<file path="src/rtl/uart_tx_arbiter_if.sv">
// Byte-stream requester bus plus the UART transmitter write port.
// The master side feeds the arbiter (requesters and transmitter status).
// The slave side is the arbiter itself.
interface uart_tx_arbiter_if #(
    parameter int NUM_REQUESTERS = 4
);
    logic [NUM_REQUESTERS-1:0]   req_valid;
    logic [8*NUM_REQUESTERS-1:0] req_data;
    logic [NUM_REQUESTERS-1:0]   req_last;
    logic [NUM_REQUESTERS-1:0]   req_ready;
    logic [7:0]                  tx_data;
    logic                        tx_write_enable;
    logic                        tx_buffer_full;

    modport master (
        output req_valid, req_data, req_last, tx_buffer_full,
        input  req_ready, tx_data, tx_write_enable
    );

    modport slave (
        input  req_valid, req_data, req_last, tx_buffer_full,
        output req_ready, tx_data, tx_write_enable
    );
endinterface

</file>
<file path="src/rtl/uart_tx_arbiter.sv">
// Round-robin arbiter sharing one UART transmitter among byte-stream
// requesters. A grant is held until end of frame or until MAX_BURST bytes
// have been accepted. Data path to the transmitter is combinational.
module uart_tx_arbiter #(
    parameter int  NUM_REQUESTERS = 4,
    parameter int  MAX_BURST      = 16,
    localparam int OW             = $clog2(NUM_REQUESTERS),
    localparam int CW             = $clog2(MAX_BURST + 1)
) (
    input  logic                  clock,
    input  logic                  reset,
    uart_tx_arbiter_if.slave      bus,
    output logic [OW-1:0]         owner,
    output logic                  busy
);

    typedef enum logic {
        IDLE,
        LOCKED
    } state_t;

    state_t        state_q, state_d;
    logic [OW-1:0] owner_q, owner_d;
    logic [OW-1:0] last_owner_q, last_owner_d;
    logic [CW-1:0] count_q, count_d;

    logic [OW-1:0] cand;
    logic [OW-1:0] sel_idx;
    logic          sel_found;
    logic          owner_valid;
    logic          owner_last;
    logic [7:0]    owner_data;
    logic          xfer;

    // Round-robin search: first valid requester above last_owner, wrapping.
    always_comb begin
        cand      = '0;
        sel_idx   = '0;
        sel_found = 1'b0;
        for (int unsigned k = 1; k <= NUM_REQUESTERS; k++) begin
            cand = OW'((32'(last_owner_q) + k) % NUM_REQUESTERS);
            if (!sel_found && bus.req_valid[cand]) begin
                sel_found = 1'b1;
                sel_idx   = cand;
            end
        end
    end

    // Select the current owner's valid/last/byte.
    always_comb begin
        owner_valid = 1'b0;
        owner_last  = 1'b0;
        owner_data  = '0;
        for (int unsigned i = 0; i < NUM_REQUESTERS; i++) begin
            if (owner_q == OW'(i)) begin
                owner_valid = bus.req_valid[i];
                owner_last  = bus.req_last[i];
                owner_data  = bus.req_data[8*i +: 8];
            end
        end
    end

    // Next-state logic and combinational handshake/transmitter outputs.
    always_comb begin
        state_d             = state_q;
        owner_d             = owner_q;
        last_owner_d        = last_owner_q;
        count_d             = count_q;
        bus.req_ready       = '0;
        bus.tx_write_enable = 1'b0;
        bus.tx_data         = '0;
        busy                = 1'b0;
        xfer                = 1'b0;

        unique case (state_q)
            IDLE: begin
                if (sel_found) begin
                    owner_d = sel_idx;
                    count_d = '0;
                    state_d = LOCKED;
                end
            end
            LOCKED: begin
                busy                   = 1'b1;
                bus.req_ready[owner_q] = !bus.tx_buffer_full;
                xfer                   = owner_valid && !bus.tx_buffer_full;
                if (xfer) begin
                    bus.tx_write_enable = 1'b1;
                    bus.tx_data         = owner_data;
                    count_d             = count_q + CW'(1);
                    // End of frame and burst cap share one release path.
                    if (owner_last || (count_q == CW'(MAX_BURST - 1))) begin
                        state_d      = IDLE;
                        last_owner_d = owner_q;
                    end
                end
            end
            default: state_d = IDLE;
        endcase
    end

    // State registers with synchronous active-low reset.
    always_ff @(posedge clock) begin
        if (!reset) begin
            state_q      <= IDLE;
            owner_q      <= '0;
            last_owner_q <= OW'(NUM_REQUESTERS - 1);
            count_q      <= '0;
        end else begin
            state_q      <= state_d;
            owner_q      <= owner_d;
            last_owner_q <= last_owner_d;
            count_q      <= count_d;
        end
    end

    assign owner = owner_q;

endmodule

</file>
<file path="src/flat_wrapper.sv">
// flat-port wrapper written by rule: the top's interface ports become plain ports
module uart_tx_arbiter_flat 
#(
    parameter int  NUM_REQUESTERS = 4,
    parameter int  MAX_BURST      = 16,
    localparam int OW             = $clog2(NUM_REQUESTERS),
    localparam int CW             = $clog2(MAX_BURST + 1)
)
  (clock, reset, owner, busy, bus_req_valid, bus_req_data, bus_req_last, bus_tx_buffer_full, bus_req_ready, bus_tx_data, bus_tx_write_enable);
  uart_tx_arbiter_if #(.NUM_REQUESTERS(NUM_REQUESTERS)) bus_i ();
  input  logic clock;
  input  logic reset;
  output logic [OW-1:0] owner;
  output logic busy;
  input wire logic [$bits(bus_i.req_valid)-1:0] bus_req_valid;
  input wire logic [$bits(bus_i.req_data)-1:0] bus_req_data;
  input wire logic [$bits(bus_i.req_last)-1:0] bus_req_last;
  input wire logic [$bits(bus_i.tx_buffer_full)-1:0] bus_tx_buffer_full;
  output wire logic [$bits(bus_i.req_ready)-1:0] bus_req_ready;
  output wire logic [$bits(bus_i.tx_data)-1:0] bus_tx_data;
  output wire logic [$bits(bus_i.tx_write_enable)-1:0] bus_tx_write_enable;
  assign bus_i.req_valid = bus_req_valid;
  assign bus_i.req_data = bus_req_data;
  assign bus_i.req_last = bus_req_last;
  assign bus_i.tx_buffer_full = bus_tx_buffer_full;
  assign bus_req_ready = bus_i.req_ready;
  assign bus_tx_data = bus_i.tx_data;
  assign bus_tx_write_enable = bus_i.tx_write_enable;
  uart_tx_arbiter #(.NUM_REQUESTERS(NUM_REQUESTERS), .MAX_BURST(MAX_BURST)) u_core (.clock(clock), .reset(reset), .bus(bus_i), .owner(owner), .busy(busy));
endmodule
</file>
<file path="config.mk">
export PLATFORM = sky130hd
export DESIGN_NAME = uart_tx_arbiter_flat
export DESIGN_NICKNAME = d
export VERILOG_FILES = /design/src/rtl/uart_tx_arbiter_if.sv /design/src/rtl/uart_tx_arbiter.sv /design/src/flat_wrapper.sv
export SDC_FILE = /design/constraint.sdc
export NUM_CORES = 1
export LEC_CHECK = 0
export ABC_AREA = 1
export CAP_MARGIN = 10
export CORE_MARGIN = 5
export CORE_UTILIZATION = 30
export DETAILED_ROUTE_END_ITERATION = 8
export REMOVE_ABC_BUFFERS = 1
export SYNTH_ARGS = -nofsm -noshare
export SYNTH_HDL_FRONTEND = slang
export SYNTH_SLANG_ARGS = --single-unit
</file>
<file path="constraint.sdc">
create_clock -name clock -period 2.2 [get_ports clock]
set_input_delay 0.22 -clock clock [delete_from_list [all_inputs] [get_ports clock]]
set_output_delay 0.22 -clock clock [all_outputs]
set_load 0.005 [all_outputs]
</file>
==> qor.txt <==
Hold Crit Class: reg -> reg
commonest cells in the netlist: nand2_1 (43), nand3_1 (21), o21ai_0 (17), inv_1 (16), nor2_1 (15)
CP Capture Type: output port
Crit Path Class: reg -> out
initial antenna violation count: 0
Hold Crit Start: u_core.count_q[4]
Clock Skews: 0.0116 ns
area of the mapped netlist: 1060 um^2
Starting Density: 0.314
HPWL Detailed: 2910 um
Die X-Extent: 69.6 um
ranking of synthesized cells by area: dfxtp_1 (19%), nand2_1 (15%), nand3_1 (9.9%)
Die Y: 69.6 um
Routed wire per std cell: 12.8 um
hold_buf cts: 0
CORE AREA: 3390 um^2
setup tns final: 0 ns
first-pass GRT wire length: 6150 um
final worst setup slack: 0.121 ns
clock root cell: clkbuf_4
crit path max fanout: 5
DRT iter0 DRCs: 80
via density per instance: 4.76
final hold vios: 0
worst slack at placement: 0.0512 ns
MaxCap Viol Count: 0
DR vias: 1380
num ports: 59
Hold Path End: u_core.count_q[4]
CTS buffer count: 3
Worst Path Required: 1.98 ns
# diodes: 0
clock latency on the worst-skew pair: 0.27 ns
clock-pin slew on the worst setup and hold paths: 0.07 ns
worst r2r src: u_core.last_owner_q[0]
hold path cells: 2
minimum clock period: 2.08 ns
Seq cells post-synth: 10
R2R setup slack: 0.55 ns
Primary FF master, synth: dfxtp_1
Nets: 290
Slew Viols, Final: 0
worst path bufs/invs: 4
Final Setup Violations: 0
Highest Clock Rate: 481 MHz
LEAKAGE: 0.896 nW
YS warnings: 0
ys async rst share: 0
Seq/Total Area, Yosys: 0.188
row cnt: 21
r2r worst-path depth: 11
Antenna Nets Post-Route: 0
top cell type by total area after synthesis: dfxtp_1
Non-Filler Cell Area, Final: 1830 um^2
Critical-path top delay cell: dfxtp_2
crit-path leading delay family: buffers and inverters
die area: 4840 um^2
Crit Reg-Reg Endpoint: u_core.count_q[3]
Clock Sinks: 10
IR drop worst, VDD: 0.000408 V
Area growth syn-to-layout: 71.6%
GRT Resource Usage Total: 0.152
GRT overflow: 0
Critical Path AT: 1.86 ns
Max-Slew Margin vs Limit: 0.753
CP Launch Type: flop
IO buf count: 58
worst-margin pin slew: 0.370 ns
GRT busiest layer: met2
CTS tree: done
grt met2 use: 0.253
DRT Pass-1 Iters: 4
global routing met1 resource utilization: 0.199
outcome: finished, final reports clean
worst-path cell chain: inv_2, nor2_4, inv_1, nor3_4, nor2_4, buf_4, a311oi_2, dlygate4sd2_1
Largest stage delay, worst path: 0.34 ns
Tcrit/Tclk final: 0.945
Total Wirelength: 3710 um
DRC: 0
RSZ-0062 raised after global routing: false
count leader, synth: nand2_1
PD cells: 472 nW/um^2
Placer Congestion: 0.783
Synth top area share: 0.188
H-tree lvl count: 1
vias in the first global route: 1317
Synth Instances: 177
Bufs on Longest Clock Path: 2
Avg Inst Size Synth: 6.02 um^2
cell mode on critical path: nor2_4
M3 GR Usage: 0.0348
Placed Instance Area: 1720 um^2
Synth cell types: 31
largest net degree at the start of global routing: 17
share of layout cells above drive strength 1: 0.176
Post-synth EDFFs: 0
## power by group
part | internal (mW) | switching, mW
Sequential | 0.198 | 0.0250
Combinational | 0.231 | 0.242
Clock | 0.100 | 0.0659
Total | 0.529 | 0.333
## logic make-up after synthesis
| family | Yosys count | share of synthesized area |
|---|---|---|
| and+or+nand+nor | 97 | 0.432 |
| AOI/OAI and AO/OA | 41 | 0.228 |
| buffers and inverters | 26 | 0.120 |
| DFF | 10 | 0.188 |
| adders and majority gates | 2 | 0.0235 |
| xor gates and xnor gates | 1 | 0.00823 |
## worst register-to-register path: stages (launching register included)
cell and delay [ns]:
dfxtp_1 0.55, inv_4 0.09, nand2_1 0.07, nand2_1 0.09
nand2_2 0.10, nand2_2 0.07, nor2_4 0.11, nand3_2 0.10
nand2_4 0.13, nand2_1 0.10, nand2_1 0.07, a21oi_1 0.05
## area by class of cell
type                       instances  area (um^2)
clock buffer                       4         36.3
fill                             343         1560
inverter                          21         86.3
multi-input combinational        142          773
sequential                        10          206
tap                               46         57.6
timing repair buffer              67          667
## routing by layer
layer  vias to the layer above  part of all wire  wire length, um
met5                         -                 0                0
met4                         0             0.014               53
met3                         6             0.059              218
met2                        44              0.47             1730
met1                       601              0.46             1710
li1                        729                 -                -
## stage by stage
step	util	power [mW]	hold WS, ns	cells
after floorplan	-	0.462	0.319	172
after global placement	0.508	0.685	0.471	284
after detailed placement	0.508	0.685	0.473	284
after CTS	0.522	0.862	0.483	288
after global routing	0.539	0.944	0.521	290
final	0.539	0.862	0.478	290
## worst max-delay path by stage
stage / startpoint / to / slack [ns] / cells after the start
floorplan: u_core.owner[1] / u_core.count_q[0] / 0.65 / 7
global placement: bus_req_valid[1] / bus_tx_data[4] / 0.07 / 8
detailed placement: bus_tx_buffer_full / bus_tx_data[4] / 0.05 / 7
CTS: u_core.owner[1] / bus_tx_write_enable / -0.01 / 8
global route: u_core.state_q / bus_tx_data[4] / 0.009 / 8
finish: u_core.state_q / bus_tx_data[4] / 0.12 / 8
## layout by cell type, fill, tap and decap left out, drive strengths merged, types with 2 or more instances in the layout
| master | n |
|---|---|
| nor3 | 2 |
| clkbuf | 4 |
| clkdlybuf4s50 | 49 |
| nand2 | 51 |
| a21oi | 12 |
| nor2 | 19 |
| ha | 2 |
| dfxtp | 10 |
| o21ai | 20 |
| o211ai | 4 |
| o22ai | 2 |
| buf | 9 |
| a311oi | 2 |
| dlymetal6s2s | 7 |
| nand3 | 22 |
| dlygate4sd2 | 2 |
| inv | 21 |
## state kept, by name, summed over array words and instances (netlist names)
| name | flops |
|---|---|
| u_core.count_q | 5 |
| u_core.owner | 2 |
| u_core.state_q | 1 |
| u_core.last_owner_q | 2 |
## repair_timing
item	in CTS	in global routing
gates resized for setup	8	15
cloned	0	1
setup buffers	0	1
pin swaps	0	3
setup endpoints to repair	9	7
hold endpoints to repair	0	0
(Power assumes the default switching activity.)
